File: src/rtl/alu_exec_stage_pkg.sv
// Shared definitions for the ALU execute/writeback stage.
// Holds the fixed datapath width, the ALU select codes and the stage FSM
// state encoding used by alu_exec_stage and its register file.
package alu_exec_stage_pkg;

    // Datapath width is set by the attached 8-bit ALU.
    localparam int WIDTH = 8;

    // ALU select codes driven on alu_s.
    localparam logic [2:0] OP_ADD = 3'b000;
    localparam logic [2:0] OP_SUB = 3'b001;
    localparam logic [2:0] OP_AND = 3'b010;
    localparam logic [2:0] OP_OR  = 3'b011;
    localparam logic [2:0] OP_SHL = 3'b100;
    localparam logic [2:0] OP_SHR = 3'b101;
    localparam logic [2:0] OP_XOR = 3'b110;
    localparam logic [2:0] OP_NOT = 3'b111;

    // Stage FSM states; encoding 2'd3 is unused and recovers to IDLE.
    typedef enum logic [1:0] {
        IDLE = 2'd0,
        EXEC = 2'd1,
        WB   = 2'd2
    } state_t;

endpackage

File: src/rtl/alu_exec_stage_regfile.sv
// exec_regfile: 2**REG_AW x WIDTH register storage for the execute stage.
// Ports:
//   clk, rst_n          clock, asynchronous active-low clear of all entries
//   we, waddr, wdata    synchronous write port
//   ra_addr / ra_data   combinational read port A
//   rb_addr / rb_data   combinational read port B
//   dbg_addr / dbg_data combinational debug read port
import alu_exec_stage_pkg::*;

module exec_regfile #(
    parameter int REG_AW = 2
) (
    input  logic              clk,
    input  logic              rst_n,
    input  logic              we,
    input  logic [REG_AW-1:0] waddr,
    input  logic [WIDTH-1:0]  wdata,
    input  logic [REG_AW-1:0] ra_addr,
    output logic [WIDTH-1:0]  ra_data,
    input  logic [REG_AW-1:0] rb_addr,
    output logic [WIDTH-1:0]  rb_data,
    input  logic [REG_AW-1:0] dbg_addr,
    output logic [WIDTH-1:0]  dbg_data
);

    localparam int NREG = 2 ** REG_AW;

    logic [WIDTH-1:0] regs_r [NREG];

    // Storage array: cleared on reset, one write per cycle when enabled.
    always_ff @(posedge clk or negedge rst_n) begin
        if (!rst_n) begin
            for (int i = 0; i < NREG; i++) begin
                regs_r[i] <= {WIDTH{1'b0}};
            end
        end else if (we) begin
            regs_r[waddr] <= wdata;
        end
    end

    assign ra_data  = regs_r[ra_addr];
    assign rb_data  = regs_r[rb_addr];
    assign dbg_data = regs_r[dbg_addr];

endmodule

File: src/rtl/alu_exec_stage.sv
// alu_exec_stage: execute/writeback stage wrapped around an external 8-bit
// combinational ALU. Accepts one instruction at a time (valid/ready), reads
// both sources at accept, presents registered operands to the ALU, captures
// result and carry, writes back, and maintains carry/zero flags.
// Ports:
//   clk, rst_n                       clock, async active-low reset
//   in_valid/in_ready                instruction handshake (ready only in IDLE)
//   in_ld,in_op,in_rd,in_rs,in_rt,in_imm  instruction fields
//   alu_a, alu_b, alu_s              registered ALU operands/select
//   alu_d, alu_c                     ALU result and carry-out
//   done                             one-cycle pulse after writeback
//   flag_c, flag_z                   carry and zero flags
//   dbg_addr / dbg_data              combinational register debug read
import alu_exec_stage_pkg::*;

module alu_exec_stage #(
    parameter int REG_AW = 2
) (
    input  logic              clk,
    input  logic              rst_n,
    input  logic              in_valid,
    output logic              in_ready,
    input  logic              in_ld,
    input  logic [2:0]        in_op,
    input  logic [REG_AW-1:0] in_rd,
    input  logic [REG_AW-1:0] in_rs,
    input  logic [REG_AW-1:0] in_rt,
    input  logic [WIDTH-1:0]  in_imm,
    output logic [WIDTH-1:0]  alu_a,
    output logic [WIDTH-1:0]  alu_b,
    output logic [2:0]        alu_s,
    input  logic [WIDTH-1:0]  alu_d,
    input  logic              alu_c,
    output logic              done,
    output logic              flag_c,
    output logic              flag_z,
    input  logic [REG_AW-1:0] dbg_addr,
    output logic [WIDTH-1:0]  dbg_data
);

    state_t              state_r;
    state_t              state_nxt_s;
    logic                ld_r;
    logic [REG_AW-1:0]   rd_r;
    logic [WIDTH-1:0]    imm_r;
    logic [WIDTH-1:0]    alu_a_r;
    logic [WIDTH-1:0]    alu_b_r;
    logic [2:0]          alu_s_r;
    logic [WIDTH-1:0]    res_r;
    logic                cres_r;
    logic                done_r;
    logic                flag_c_r;
    logic                flag_z_r;
    logic [WIDTH-1:0]    rs_data_s;
    logic [WIDTH-1:0]    rt_data_s;
    logic [WIDTH-1:0]    wb_data_s;
    logic                wb_en_s;

    exec_regfile #(.REG_AW(REG_AW)) u_regfile (
        .clk      (clk),
        .rst_n    (rst_n),
        .we       (wb_en_s),
        .waddr    (rd_r),
        .wdata    (wb_data_s),
        .ra_addr  (in_rs),
        .ra_data  (rs_data_s),
        .rb_addr  (in_rt),
        .rb_data  (rt_data_s),
        .dbg_addr (dbg_addr),
        .dbg_data (dbg_data)
    );

    // Writeback source: loads bypass the ALU with the latched immediate.
    always_comb begin
        wb_en_s = (state_r == WB);
        if (ld_r) begin
            wb_data_s = imm_r;
        end else begin
            wb_data_s = res_r;
        end
    end

    // State register.
    always_ff @(posedge clk or negedge rst_n) begin
        if (!rst_n) begin
            state_r <= IDLE;
        end else begin
            state_r <= state_nxt_s;
        end
    end

    // Next-state logic; loads skip EXEC, the unused encoding recovers to IDLE.
    always_comb begin
        state_nxt_s = IDLE;
        case (state_r)
            IDLE: begin
                if (in_valid) begin
                    state_nxt_s = in_ld ? WB : EXEC;
                end else begin
                    state_nxt_s = IDLE;
                end
            end
            EXEC:    state_nxt_s = WB;
            WB:      state_nxt_s = IDLE;
            default: state_nxt_s = IDLE;
        endcase
    end

    // Datapath registers: operand capture at accept, result capture in EXEC,
    // flag update and done pulse in WB. Operands hold outside EXEC.
    always_ff @(posedge clk or negedge rst_n) begin
        if (!rst_n) begin
            ld_r     <= 1'b0;
            rd_r     <= {REG_AW{1'b0}};
            imm_r    <= {WIDTH{1'b0}};
            alu_a_r  <= {WIDTH{1'b0}};
            alu_b_r  <= {WIDTH{1'b0}};
            alu_s_r  <= 3'b000;
            res_r    <= {WIDTH{1'b0}};
            cres_r   <= 1'b0;
            done_r   <= 1'b0;
            flag_c_r <= 1'b0;
            flag_z_r <= 1'b0;
        end else begin
            done_r <= 1'b0;
            case (state_r)
                IDLE: begin
                    if (in_valid) begin
                        ld_r    <= in_ld;
                        rd_r    <= in_rd;
                        imm_r   <= in_imm;
                        alu_a_r <= rs_data_s;
                        alu_b_r <= rt_data_s;
                        alu_s_r <= in_op;
                    end
                end
                EXEC: begin
                    res_r  <= alu_d;
                    cres_r <= alu_c;
                end
                WB: begin
                    flag_z_r <= (wb_data_s == {WIDTH{1'b0}});
                    flag_c_r <= ld_r ? 1'b0 : cres_r;
                    done_r   <= 1'b1;
                end
                default: begin
                    done_r <= 1'b0;
                end
            endcase
        end
    end

    assign in_ready = (state_r == IDLE);
    assign alu_a    = alu_a_r;
    assign alu_b    = alu_b_r;
    assign alu_s    = alu_s_r;
    assign done     = done_r;
    assign flag_c   = flag_c_r;
    assign flag_z   = flag_z_r;

endmodule
File: config.mk
export PLATFORM = sky130hd
export DESIGN_NAME = alu_exec_stage
export DESIGN_NICKNAME = d
export VERILOG_FILES = /design/src/rtl/alu_exec_stage_pkg.sv /design/src/rtl/alu_exec_stage_regfile.sv /design/src/rtl/alu_exec_stage.sv
export SDC_FILE = /design/constraint.sdc
export NUM_CORES = 1
export LEC_CHECK = 0
export ABC_AREA = 1
export BUFFER_PORTS_ARGS = -buffer_cell sky130_fd_sc_hd__buf_2
export CAP_MARGIN = 10
export CORE_MARGIN = 10
export CORE_UTILIZATION = 56
export DETAILED_ROUTE_END_ITERATION = 6
export GPL_ROUTABILITY_DRIVEN = 0
export HOLD_SLACK_MARGIN = 0.08
export PLACE_DENSITY = 0.8
export SLEW_MARGIN = 20
export SYNTH_ARGS = -nofsm -noshare
export SYNTH_HDL_FRONTEND = slang
export SYNTH_SLANG_ARGS = --single-unit
File: constraint.sdc
create_clock -name clk -period 1.4 [get_ports clk]
set_input_delay 0.28 -clock clk [delete_from_list [all_inputs] [get_ports clk]]
set_output_delay 0.28 -clock clk [all_outputs]
set_load 0.1 [all_outputs]
# == Yosys cells after proc, flatten, opt, wreduce, memory -nomap -nowiden ==
# Index checks and enable logic that the tools add are counted.
# word_totals
regBits,76
in_bits,32
output_inout_bits,31
word_cells,49
# op_classes
magnitude_cmp,5
n_eq_ne,2
n_mux,18
bitwise,4
reduce_logical,4
# ops
operator,n
2-to-1 mux 8 bit,8
binary-select mux 8 bit (select 2 bit),3
bitwise mux 32 bit,1
demux 8 bit (select 2 bit),1
>= comparator 3 bit (second input constant),4
NOT 2 -> 3 bit,4
zero test 8 bit,1
2-to-1 mux 2 bit,2
case mux 2 bit (2 select lines),1
< comparator 3 x 1 -> 1 bit (second input constant),1
== test 2 x 1 -> 1 bit (second input constant),1
== test 2 bit (second input constant),1
zero test 2 bit,1
2-to-1 mux 1 bit,2
AND reduction 2 bit,1
logical AND 1 bit,1

# == Depth between registers and ports, before layout ==
# Gate-level depths: netlist of run 1.
# logic_depth
ltp_word,6
ltp_mapped,7
ltp_nobuf,7

# == Cells and area by module ==
# Synthesis of run 1 repeated with hierarchy kept, for this count alone.
# hier_totals
cells_unflattened,564
hier_area_um2,4156.5
# modules_own_cells
mod,n_inst,cells_each,area_each_um2,seq_area_each_um2
exec_regfile,1,359,2316.0,800.8
alu_exec_stage,1,205,1840.5,1101.1

# == Least setup slack after synthesis of run 1 ==
# No wires, ideal clock.
# synth_path
kind,input to output
from,input dbg_addr[0]
to,output dbg_data[6]
arrival_time_ns,2.331
required_time_ns,1.120
setup_slack_ns,-1.211
path_stages,6
path_buffers,2
path_cell_list,buf_2 > inv_1 > buf_2 > o21ai_0 > a21oi_1 > a21oi_1
# synth_via
elab_chain_len,4
# synth_rtl
item,line_no,source
from (decl),alu_exec_stage.sv:37,"input logic [REG_AW-1:0] dbg_addr,"
NOT 2 -> 3 bit (not written as such),alu_exec_stage_regfile.sv:43,assign dbg_data = regs_r[dbg_addr];
binary-select mux 8 bit (select 2 bit),alu_exec_stage_regfile.sv:43,
2-to-1 mux 8 bit (not written as such) (2 in a row),alu_exec_stage_regfile.sv:43,
to (decl),alu_exec_stage.sv:38,output logic [WIDTH-1:0] dbg_data
# No other way between the ends. The select of a mux whose other input is x is not followed.

# == Worst setup path in the final report of run 1 ==
# layout_path
from,register u_regfile.regs_r[6] (netlist bit)
to,output dbg_data[6]
# layout_via
elab_chain_len,3
# layout_rtl
item,line_no,source
from (decl),alu_exec_stage_regfile.sv:28,logic [WIDTH-1:0] regs_r [NREG];
"from (signal, indexed assignment)",alu_exec_stage_regfile.sv:34,regs_r[i] <= {WIDTH{1'b0}};
"from (signal, indexed assignment)",alu_exec_stage_regfile.sv:37,regs_r[waddr] <= wdata;
binary-select mux 8 bit (select 2 bit),alu_exec_stage_regfile.sv:43,
2-to-1 mux 8 bit (not written as such) (2 in a row),alu_exec_stage_regfile.sv:43,
# No other way between the ends. The select of a mux whose other input is x is not followed.

==> results of run 1 <==
[through the flow]
stage / utilization [%] / std cells / hold WS (ns) / instance area (µm²)
floorplan: - / 464 / -0.01559 / 3940
global placement: 71.94 / 601 / 0.3398 / 4594
detailed placement: 71.94 / 601 / 0.3445 / 4594
CTS: 77.12 / 628 / 0.09178 / 4925
global route: 78.15 / 633 / 0.09578 / 4991
finish: 78.15 / 633 / 0.09530 / 4991
[registers in the layout (all words and copies together) (netlist names)]
| register | flops |
|---|---|
| alu_a | 8 |
| u_regfile.regs_r | 32 |
| cres_r | 1 |
| imm_r | 8 |
| done | 1 |
| flag_z | 1 |
| alu_s | 3 |
| res_r | 8 |
| flag_c | 1 |
| rd_r | 2 |
| alu_b | 8 |
| ld_r | 1 |
| state_r | 2 |
[final timing paths]
check,end,slack [ns],depth (start not counted),start
max reg2reg,imm_r[0],0.06,6,state_r[0]
min in group asynchronous,u_regfile.regs_r[1],0.45,3,rst_n
min reg2reg,alu_b[3],0.48,2,alu_b[3]
min,state_r[0],0.1,2,in_ld
max in group asynchronous,ld_r,0.58,3,rst_n
max,dbg_data[6],-0.18,3,u_regfile.regs_r[6]
[what timing repair did]
item | CTS | global route
setup buffers | 11 | 4
gates cloned | 0 | 1
resized for setup | 35 | 7
endpoints found under the hold margin | 76 | 0
endpoints found under the setup margin | 28 | 25
hold buffers | 1 | 0
pin swaps | 6 | 5
[kinds of logic after synthesis]
group           synth area share (%)
mux                            1.827
buf+inv                        7.950
simple gates                   20.03
flops                          51.42
compound gates                 18.78
[cell type report]
type                       instances  area, µm²
clock inverter                     5      37.54
sequential                        76       1904
timing repair buffer             102      958.4
multi-input combinational        318       1679
inverter                          44      173.9
tap                               77      96.34
fill                             438       1395
clock buffer                      11      141.4
[layer usage]
layer	share of wire (%)	track usage, %
met1	39	22.83
met2	51	33.79
met3	6.3	4.901
met4	3.6	11.15
met5	0	0
[cells in the final DEF (no fill, tap or decap)]
master / instances
o211ai_1: 16
mux2_2: 6
dfrtp_1: 74
buf_2: 31
o21ai_2: 7
buf_4: 49
buf_12: 20
inv_1: 31
nor3_4: 4
nand2_4: 2
nand2_2: 4
inv_6: 1
o21ai_1: 14
a21oi_1: 40
clkbuf_8: 10
nand3_1: 2
clkbuf_16: 1
clkinvlp_4: 6
nand2_1: 149
dfrtp_2: 2
nor2_2: 1
nor2_4: 1
o21ai_0: 36
clkbuf_1: 1
dlygate4sd3_1: 1
a21oi_2: 9
nor2_1: 19
inv_2: 11
a21oi_4: 8
[report_power, final]
group	total, W	leakage [nW]	switching [W]	internal, W
logic	0.00570	1.43	0.00386	0.00184
clock network	0.00154	0.0738	0.000850	0.000691
registers	0.00361	0.910	0.000616	0.00300
total	0.0109	2.41	0.00532	0.00553
==> summary.md, run 1 <==
| Metric | Value |
|---|---|
| Worst Path Required | 1.12 ns |
| Sink Count | 76 |
| Grt ovf | 0 |
| Worst endpoint data arrival time | around 1.3 ns |
| Via density | 5.589 |
| Cts bufs inserted | 9 |
| Critical path's top delay family | flip-flops |
| Area grow syn2layout | 34.95% |
| # setup viols final | 9 |
| Post-DP HPWL | 6871 µm |
| Die span in y | 101.3 µm |
| Final Hold Vio Count | 0 |
| Max IR drop VDD | 2.257 mV |
| CP Launch Type | flop |
| Post-route setup TNS | -1.230 ns |
| Slew HR | 65.25% |
| Synth Warn # | 0 |
| Number of synthesized flops with an enable pin | 0 |
| Post-synthesis async set-or-reset flop share | 100.0% |
| Flops & latches, synth | 76 |
| Largest net degree at the start of global routing | between 70 and 80 |
| Number of global-route vias before repair | approximately 3600 |
| Synth Instances | around 460 |
| Top-level I/O count | 63 |
| Tmin final | approximately 1.6 ns |
| Layout cell share with drive strength beyond 1 | 31.12% |
| Initial antenna violation count | 0 |
| Site row count | 29 |
| Unrepaired setup endpoints after global routing | true |
| Initial Util | 57.92% |
| Leakage | 2.413 nW |
| Largest fanout on the critical path | 2 |
| Port Buf Inserts | 62 |
| Antenna cells | 0 |
| CP endpoint kind | primary output |
| Pre-CTS WS | -0.02573 ns |
| Mapped Nets | between 400 and 500 |
| Synthesized cell area | 3699 µm² |
| Max-Cap Viols | 0 |
| Fin crit share | 112.9% |
| Htree depth | 3 |
| Worst-path cell chain | a21oi_1, a21oi_4, buf_12 |
| Routed WL | 10280 µm |
| Status | finished with violations |
| Routed WL per cell | about 16 µm |
| Top cells by count, synth | 154 x nand2_1, 76 x dfrtp_1, 56 x a21oi_1, 56 x o21ai_0, 42 x inv_1 |
| CP peak stage delay | roughly 0.4 ns |
| Cell variety after synth | 19 |
| Worst path bufs/invs | 1 |
| Nets | 583 |
| Slew @ Worst Pin | 0.5213 ns |
| CTS clk-pin slew, worst paths | about 0.080 ns |
| Initial drt markers | 208 |
| Yosys top cell by area | dfrtp_1 |
| Routed Antenna Nets | 0 |
| Avg Cell Area, Syn | 7.971 µm² |
| Most frequent cell after synthesis | nand2_1 |
| HP Class | input port to flop |
| Crit path max-delay cell type | dfrtp_1 |
| DIE AREA | 10260 µm² |
| Post-route setup slack | -0.1813 ns |
| WS Path Type | flop to primary output |
| Root Buffer | clkbuf_8 |
| Clock Path Buffers | 2 |
| GRT Overall Usage | 20.05% |
| PwrDens | about 2200 nW/µm² |
| Via count | 3538 |
| Worst-skew pair later-pin latency | about 0.36 ns |
| Clk_skew | 0.008738 ns |
| Failing checks | negative setup slack |
| Sequential fraction of the synthesis area | between 50 and 60% |
| F_max | roughly 630 MHz |
| Top-area cell type share of the netlist area | 51.42% |
| Drt first pass iters | 5 |
| Global-route wire length before repair | 16550 µm |
| Die W | 101.3 µm |
| CTS tree | yes |
| Ys flop type | dfrtp_1 |
| DRC Markers | 0 |
| Main area contributors after synthesis | dfrtp_1 51%, nand2_1 16%, a21oi_1 7.6%, o21ai_0 7.6%, inv_1 4.3% |
| Final Slew Violations | 0 |
| Tot Pwr | between 0.01 and 0.015 W |
| Core area | 6386 µm² |
Power figures use the tool's default switching activity.
==> run 2, diff against run 1 <==
CORE_UTILIZATION = 58   (was 56)
CTS_BUF_LIST = sky130_fd_sc_hd__clkbuf_4   (was default)
CTS_CLUSTER_SIZE = 20   (was default)
PLACE_DENSITY = 0.82   (was 0.8)
==> run 2 against run 1 <==
  * The flow still finishes with violations (negative setup slack)
  * Maximum frequency fell by 5.8%
  * Die area fell by 2.8%
  * Non-clock buffer count is 10 higher
  * Flip-flop and latch count did not move
  * Clock skew increased by 0.0061 ns
  * Worst setup slack got worse by 0.098 ns
  * Critical path type unchanged
  * Critical endpoint unchanged
  * Largest cell class unchanged
  * Largest power group unchanged
  * Highest routed layer unchanged
==> summary.md, run 2 (synthesis gave the netlist of run 1 again) <==
| Metric | Value |
|---|---|
| Worst endpoint data arrival time | 1.40 ns |
| Core area | 6277 µm² |
| Initial drt markers | 311 |
| DIE AREA | 9971 µm² |
| CTS clk-pin slew, worst paths | about 0.12 ns |
| Drt first pass iters | 7 |
| Reg with most FFs | u_regfile.regs_r |
| Filler Cell Count | around 360 |
| F_max | 595.5 MHz |
| Worst Hold Path Cells | 3 |
| Area grow syn2layout | 41.71% |
| Post-DP HPWL | 6869 µm |
| Root Buffer | clkbuf_4 |
| Nets | 593 |
| Port Buf Inserts | 62 |
| Final Hold Vio Count | 0 |
| Routed WL | 10880 µm |
| GRT Overall Usage | 20.58% |
| Initial antenna violation count | 0 |
| Initial Util | 58.92% |
| Commonest non-fill, non-tap cell in the layout | nand2_1 |
| Failing checks | negative setup slack |
| Largest net degree at the start of global routing | 37 |
| Fin crit share | 120.0% |
| Number of global-route vias before repair | 3563 |
| Slew @ Worst Pin | approximately 0.54 ns |
| Routed Antenna Nets | 0 |
| Via count | about 3700 |
| Max FFs per register | 32 |
| Grt ovf | 0 |
| Register area | 1908 µm² |
| HP Class | input port to flop |
| Global-route wire length before repair | 16880 µm |
| Area occupied by multi-input gates | 1787 µm² |
| Worst hold margin | 0.08356 ns |
| Largest fanout on the critical path | 2 |
| Clk_skew | between 0.01 and 0.015 ns |
| DRC Markers | 0 |
| Top-level I/O count | 63 |
| CP endpoint kind | primary output |
| WS Path Type | flop to primary output |
| Routed WL per cell | 16.93 µm |
| Most frequent cells in the layout | 148 x nand2_1, 71 x dfrtp_1, 35 x o21ai_0, 35 x buf_4, 31 x buf_2 |
| Htree depth | 3 |
| Via density | 5.698 |
| Tmin final | 1.679 ns |
| Max-Cap Viols | 0 |
| Slew HR | 63.94% |
| Layout cell share with drive strength beyond 1 | 35.51% |
| CP Launch Type | flop |
| Unrepaired setup endpoints after global routing | true |
| Antenna cells | 0 |
| CTS tree | yes |
| Die W | 99.86 µm |
| Clock Path Buffers | 2 |
| PwrDens | ~2100 nW/µm² |
| Status | finished with violations |
| Max IR drop VDD | 2.075 mV |
| Sink Count | 76 |
| Post-route setup slack | -0.2794 ns |
| Die span in y | 99.86 µm |
| # setup viols final | 11 |
| Final Slew Violations | 0 |
| Cts bufs inserted | 9 |
| Worst Path Required | 1.12 ns |
| Site row count | 29 |
| Worst-skew pair later-pin latency | 0.42 ns |
| Tot Pwr | 0.01124 W |
| Leakage | around 2.5 nW |
| R2R depth | 7 |
run 2: changes by cell type in the layout (fill, tap and decap cells not counted), moves of 3 or more:
cell | before | now
a21oi_1 | 40 | 27
a21oi_2 | 9 | 22
nor2_4 | 1 | 6
clkbuf_4 | 0 | 11
buf_6 | 0 | 15
dfrtp_2 | 2 | 5
nor2_1 | 19 | 13
dfrtp_1 | 74 | 71
dlygate4sd3_1 | 1 | 10
clkinvlp_4 | 6 | 2
clkbuf_8 | 10 | 0
buf_4 | 49 | 35
run 2: final cells by class:
class	count	area share, %
clock inverters	5	1.456
inverters	44	3.414
repair buffers	112	21.22
clock buffers	11	1.576
well taps	77	1.838
multi-input cells	318	34.09
flip-flops and latches	76	36.40
run 2: routing by layer:
| layer | part of all wire (%) | track usage, % |
|---|---|---|
| met1 | 37 | 23.78 |
| met2 | 52 | 36.54 |
| met3 | 7.2 | 4.533 |
| met4 | 3.0 | 7.166 |
| met5 | 0 | 0 |
run 2: metrics by stage:
stage | cells | cell area, µm² | utilization (%) | TNS, ns | worst slack [ns]
2_1_floorplan | 464 | 3940 | - | -4.674 | -0.1505
3_3_place_gp | 599 | 4579 | 72.95 | -0.007496 | -0.007496
3_5_place_dp | 599 | 4579 | 72.95 | -0.1390 | -0.02956
4_1_cts | 638 | 5012 | 79.85 | -2.283 | -0.2426
5_1_grt | 643 | 5241 | 83.50 | -2.753 | -0.3289
6_report | 643 | 5241 | 83.50 | -1.942 | -0.2794
run 2: what timing repair did:
item	in CTS	in global routing
setup endpoints to repair	28	45
setup buffers	14	6
pin swaps	4	11
endpoints found under the hold margin	22	1
cloned	0	1
hold buffers	9	1
gates resized for setup	40	53
run 2: worst paths after layout:
| kind | startpoint | end | slack [ns] |
|---|---|---|---|
| worst max-delay path | u_regfile.regs_r[6] | dbg_data[6] | -0.28 |
| worst max register to register | state_r[0] | u_regfile.regs_r[10] | -0.02 |
| min in group asynchronous | rst_n | u_regfile.regs_r[0] | 0.31 |
| max in group asynchronous | rst_n | ld_r | 0.55 |
| worst min-delay path | in_imm[1] | imm_r[1] | 0.08 |
| worst min register to register | alu_b[5] | alu_b[5] | 0.51 |
run 2: critical path, cell delays in order, from the launching register on:
cell and delay, ns:
dfrtp_1 0.42, a21oi_1 0.28, a21oi_4 0.11, buf_12 0.18
run 2: where the power goes:
| part | internal [W] | switching, W |
|---|---|---|
| clock network | 0.000757 | 0.000752 |
| registers | 0.00300 | 0.000734 |
| logic | 0.00203 | 0.00397 |
| total | 0.00578 | 0.00546 |
==> run 3, diff against run 2 <==
SETUP_SLACK_MARGIN = 0.2   (was default)
==> run 3 against run 2 <==
  * The run now fails in 5_1_grt
  * Synthesized cell count is the same
  * Synthesized area stayed put
==> summary.md, run 3 <==
| Metric | Value |
|---|---|
| Site row count | 29 |
| Sink Count | 76 |
| Worst endpoint type | output port |
| Post-DP HPWL | 6882 µm |
| Die W | 99.86 µm |
| Cts bufs inserted | 9 |
| Pre-CTS WS | -0.03313 ns |
| GRT worst endpoint | dbg_data[3] |
| Sequential fraction of the synthesis area | 51.42% |
| Main area contributors after synthesis | dfrtp_1 51%, nand2_1 16%, a21oi_1 7.6%, o21ai_0 7.6%, inv_1 4.3% |
| Ys flop type | dfrtp_1 |
| Log Error | [ERROR DPL-0038] Utilization greater than 100%, impossible to legalize |
| Stop stage | 5_1_grt |
| Htree depth | 3 |
| Top-level I/O count | 63 |
| Die span in y | between 90 and 100 µm |
| Top cells by count, synth | 154 x nand2_1, 76 x dfrtp_1, 56 x a21oi_1, 56 x o21ai_0, 42 x inv_1 |
| Status | aborted with a tool error |
| Post-synthesis async set-or-reset flop share | 100.0% |
| Flops & latches, synth | 76 |
| Cell variety after synth | 19 |
| Number of synthesized flops with an enable pin | 0 |
| Mapped Nets | ~500 |
| Most frequent cell after synthesis | nand2_1 |
| Largest net degree at the start of global routing | 38 |
| Initial Util | just under 60% |
| Synth Warn # | 0 |
| Root Buffer | clkbuf_4 |
| Avg Cell Area, Syn | 7.971 µm² |
| Clock Path Buffers | 2 |
| Synth Instances | 464 |
| Port Buf Inserts | between 60 and 70 |
| Top-area cell type share of the netlist area | 51.42% |
| Yosys top cell by area | dfrtp_1 |
| Synthesized cell area | 3699 µm² |
## run 3: per-stage QoR
step                hold WS, ns  utilization (%)  std cells  instance area [µm²]
detailed placement       0.2263            72.47        597                 4549
CTS                     0.08476            87.60        658                 5499
floorplan              -0.01559                -        464                 3940
global placement         0.2242            72.47        597                 4549
## run 3: cells by family after synthesis
kind of cell,Yosys count,share of synthesized area (%)
flops,76,51.42
compound gates,130,18.78
simple gates,182,20.03
buf+inv,70,7.950
mux,6,1.827
## run 3: what timing repair did
| item | CTS |
|---|---|
| hold buffers | 18 |
| resized for setup | 143 |
| gates cloned | 1 |
| endpoints found under the hold margin | 31 |
| setup endpoints to repair | 70 |
| pin swaps | 11 |
| setup buffers | 26 |
==> run 4, diff against run 3 <==
CORE_UTILIZATION = 40   (was 58)
CTS_BUF_LIST = default   (was sky130_fd_sc_hd__clkbuf_4)
CTS_CLUSTER_SIZE = default   (was 20)
HOLD_SLACK_MARGIN = default   (was 0.08)
PLACE_DENSITY = default   (was 0.82)
PLACE_DENSITY_LB_ADDON = 0.15   (was default)
SETUP_SLACK_MARGIN = default   (was 0.2)
==> run 4 against run 3 <==
  * The flow now finishes, with violations (negative setup slack)
==> summary.md, run 4 (synthesis gave the netlist of run 1 again) <==
| Metric | Value |
|---|---|
| Number of global-route vias before repair | roughly 3400 |
| # setup viols final | 9 |
| Slew HR | between 70% and 80% |
| Final Slew Violations | 0 |
| Net Switching | between 0.005 and 0.006 W |
| Met1 wire length | 4642 µm |
| Leakage | 2.523 nW |
| F_max | 642.5 MHz |
| Status | finished with violations |
| Layout cell share with drive strength beyond 1 | 34.64% |
| Met3 wire length | 612 µm |
| WS Path Type | flop to primary output |
| Routed Antenna Nets | 0 |
| Global-route wire length before repair | ~17000 µm |
| Cts bufs inserted | 9 |
| Tmin final | 1.557 ns |
| HP Class | input port to flop |
| Post-route setup slack | -0.1565 ns |
| Filler Cell Count | 846 |
| Seq pwr share | 32.2% |
| Most frequent cells in the layout | 148 x nand2_1, 73 x dfrtp_1, 52 x buf_4 |
| Post-DP HPWL | 7262 µm |
| Clock Path Buffers | 2 |
| Max FFs per register | 32 |
| Int Power | about 0.006 W |
| CTS clk-pin slew, worst paths | 0.08 ns |
| Via count | 3451 |
| Hold Startpoint | in_ld |
| Crit path launch | u_regfile.regs_r[20] |
| CTS tree | yes |
| Switch share | roughly 47% |
| Top-level I/O count | between 60 and 70 |
| Sink Count | 76 |
| Worst endpoint data arrival time | 1.28 ns |
| Max IR drop VDD | between 1 and 1.5 mV |
| Top sig layer | met4 |
| Commonest non-fill, non-tap cell in the layout | nand2_1 |
| Via density | 5.120 |
| Area grow syn2layout | 42.66% |
| Root Buffer | clkbuf_8 |
| Unrepaired setup endpoints after global routing | true |
| DRC Markers | 0 |
| Clk_skew | 0.005319 ns |
| PwrDens | ~2200 nW/µm² |
| Port Buf Inserts | 62 |
| DIE AREA | 13490 µm² |
| CP endpoint kind | primary output |
| GRT Overall Usage | between 10% and 20% |
| Initial antenna violation count | 0 |
| Slew @ Worst Pin | 0.4001 ns |
| Tot Pwr | 0.01136 W |
| Core area | 9109 µm² |
| Largest net degree at the start of global routing | 28 |
| Routed WL per cell | 15.65 µm |
| Max-Cap Viols | 0 |
| Combinational power share | 52.0% |
| Drt first pass iters | 4 |
| Largest fanout on the critical path | 2 |
| Pre-CTS WS | -0.03129 ns |
| Beginning of the worst register-to-register path | state_r[0] |
| Reg with most FFs | u_regfile.regs_r |
| Site row count | 35 |
| Die W | around 120 µm |
| Nets | roughly 600 |
| Worst Path Required | around 1.1 ns |
| Failing checks | negative setup slack |
| Routed WL | about 11000 µm |
| Fin crit share | 111.2% |
| Die span in y | between 100 and 150 µm |
| Htree depth | 3 |
| Initial Util | 40.60% |
| Worst-skew pair later-pin latency | 0.35 ns |
| Met2 WL | around 5200 µm |
| Initial drt markers | 163 |
| Final Hold Vio Count | 0 |
| Antenna cells | 0 |
| Clock network power share | between 10% and 20% |
| CP Launch Type | flop |
| Grt ovf | 0 |
run 4: per-layer routing:
metal	up-vias	track usage, %
li1	1688	-
met1	1652	19.78
met2	101	26.58
met3	10	3.133
met4	0	6.172
met5	-	0
run 4: critical path: stages, from the launching register on:
cell,delay (ns)
dfrtp_1,0.34
inv_2,0.05
o21ai_2,0.14
a21oi_2,0.06
a21oi_4,0.16
buf_12,0.19
run 4: final timing paths:
path,end,slack (ns),cells after the start
max,dbg_data[4],-0.16,5
min,state_r[0],0.1,2
min reg2reg,alu_a[7],0.48,2
min in group asynchronous,u_regfile.regs_r[1],0.40,2
max reg2reg,u_regfile.regs_r[13],0.02,6
max in group asynchronous,flag_c,0.47,3
run 4: repair_timing:
action,in CTS,in global routing
hold endpoints to repair,24,0
hold buffers,1,0
buffers inserted,9,10
gates cloned,0,1
setup endpoints to repair,24,14
pin swaps,7,8
resized for setup,34,21
run 4: cell type report:
| class | count | area, µm² | area share [%] |
|---|---|---|---|
| Tap cell | 111 | 138.9 | 2.632 |
| Multi-Input combinational cell | 318 | 1739 | 32.96 |
| Clock buffer | 9 | 123.9 | 2.348 |
| Sequential cell | 76 | 1906 | 36.12 |
| Clock inverter | 5 | 78.83 | 1.494 |
| Timing Repair Buffer | 111 | 1116 | 21.15 |
| Inverter | 44 | 173.9 | 3.296 |
run 4: power groups by stage:
stage               sequential [W]  clock (W)  combinational [W]
floorplan                  0.00491          0            0.00239
global placement           0.00362          0            0.00524
detailed placement         0.00365          0            0.00531
CTS                        0.00362    0.00185            0.00566
global route               0.00376    0.00195            0.00629
finish                     0.00366    0.00179            0.00590
run 4: through the flow:
stage	cell area [µm²]	setup TNS [ns]	hold slack, ns	utilization, %	std cells
2_1_floorplan	3940	-4.674	-0.01559	-	464
3_3_place_gp	4767	-0.05875	0.2342	52.34	639
3_5_place_dp	4767	-0.1552	0.2321	52.34	639
4_1_cts	5111	-1.248	0.08405	56.11	663
5_1_grt	5276	-2.116	0.08333	57.93	674
6_report	5276	-1.129	0.09932	57.93	674
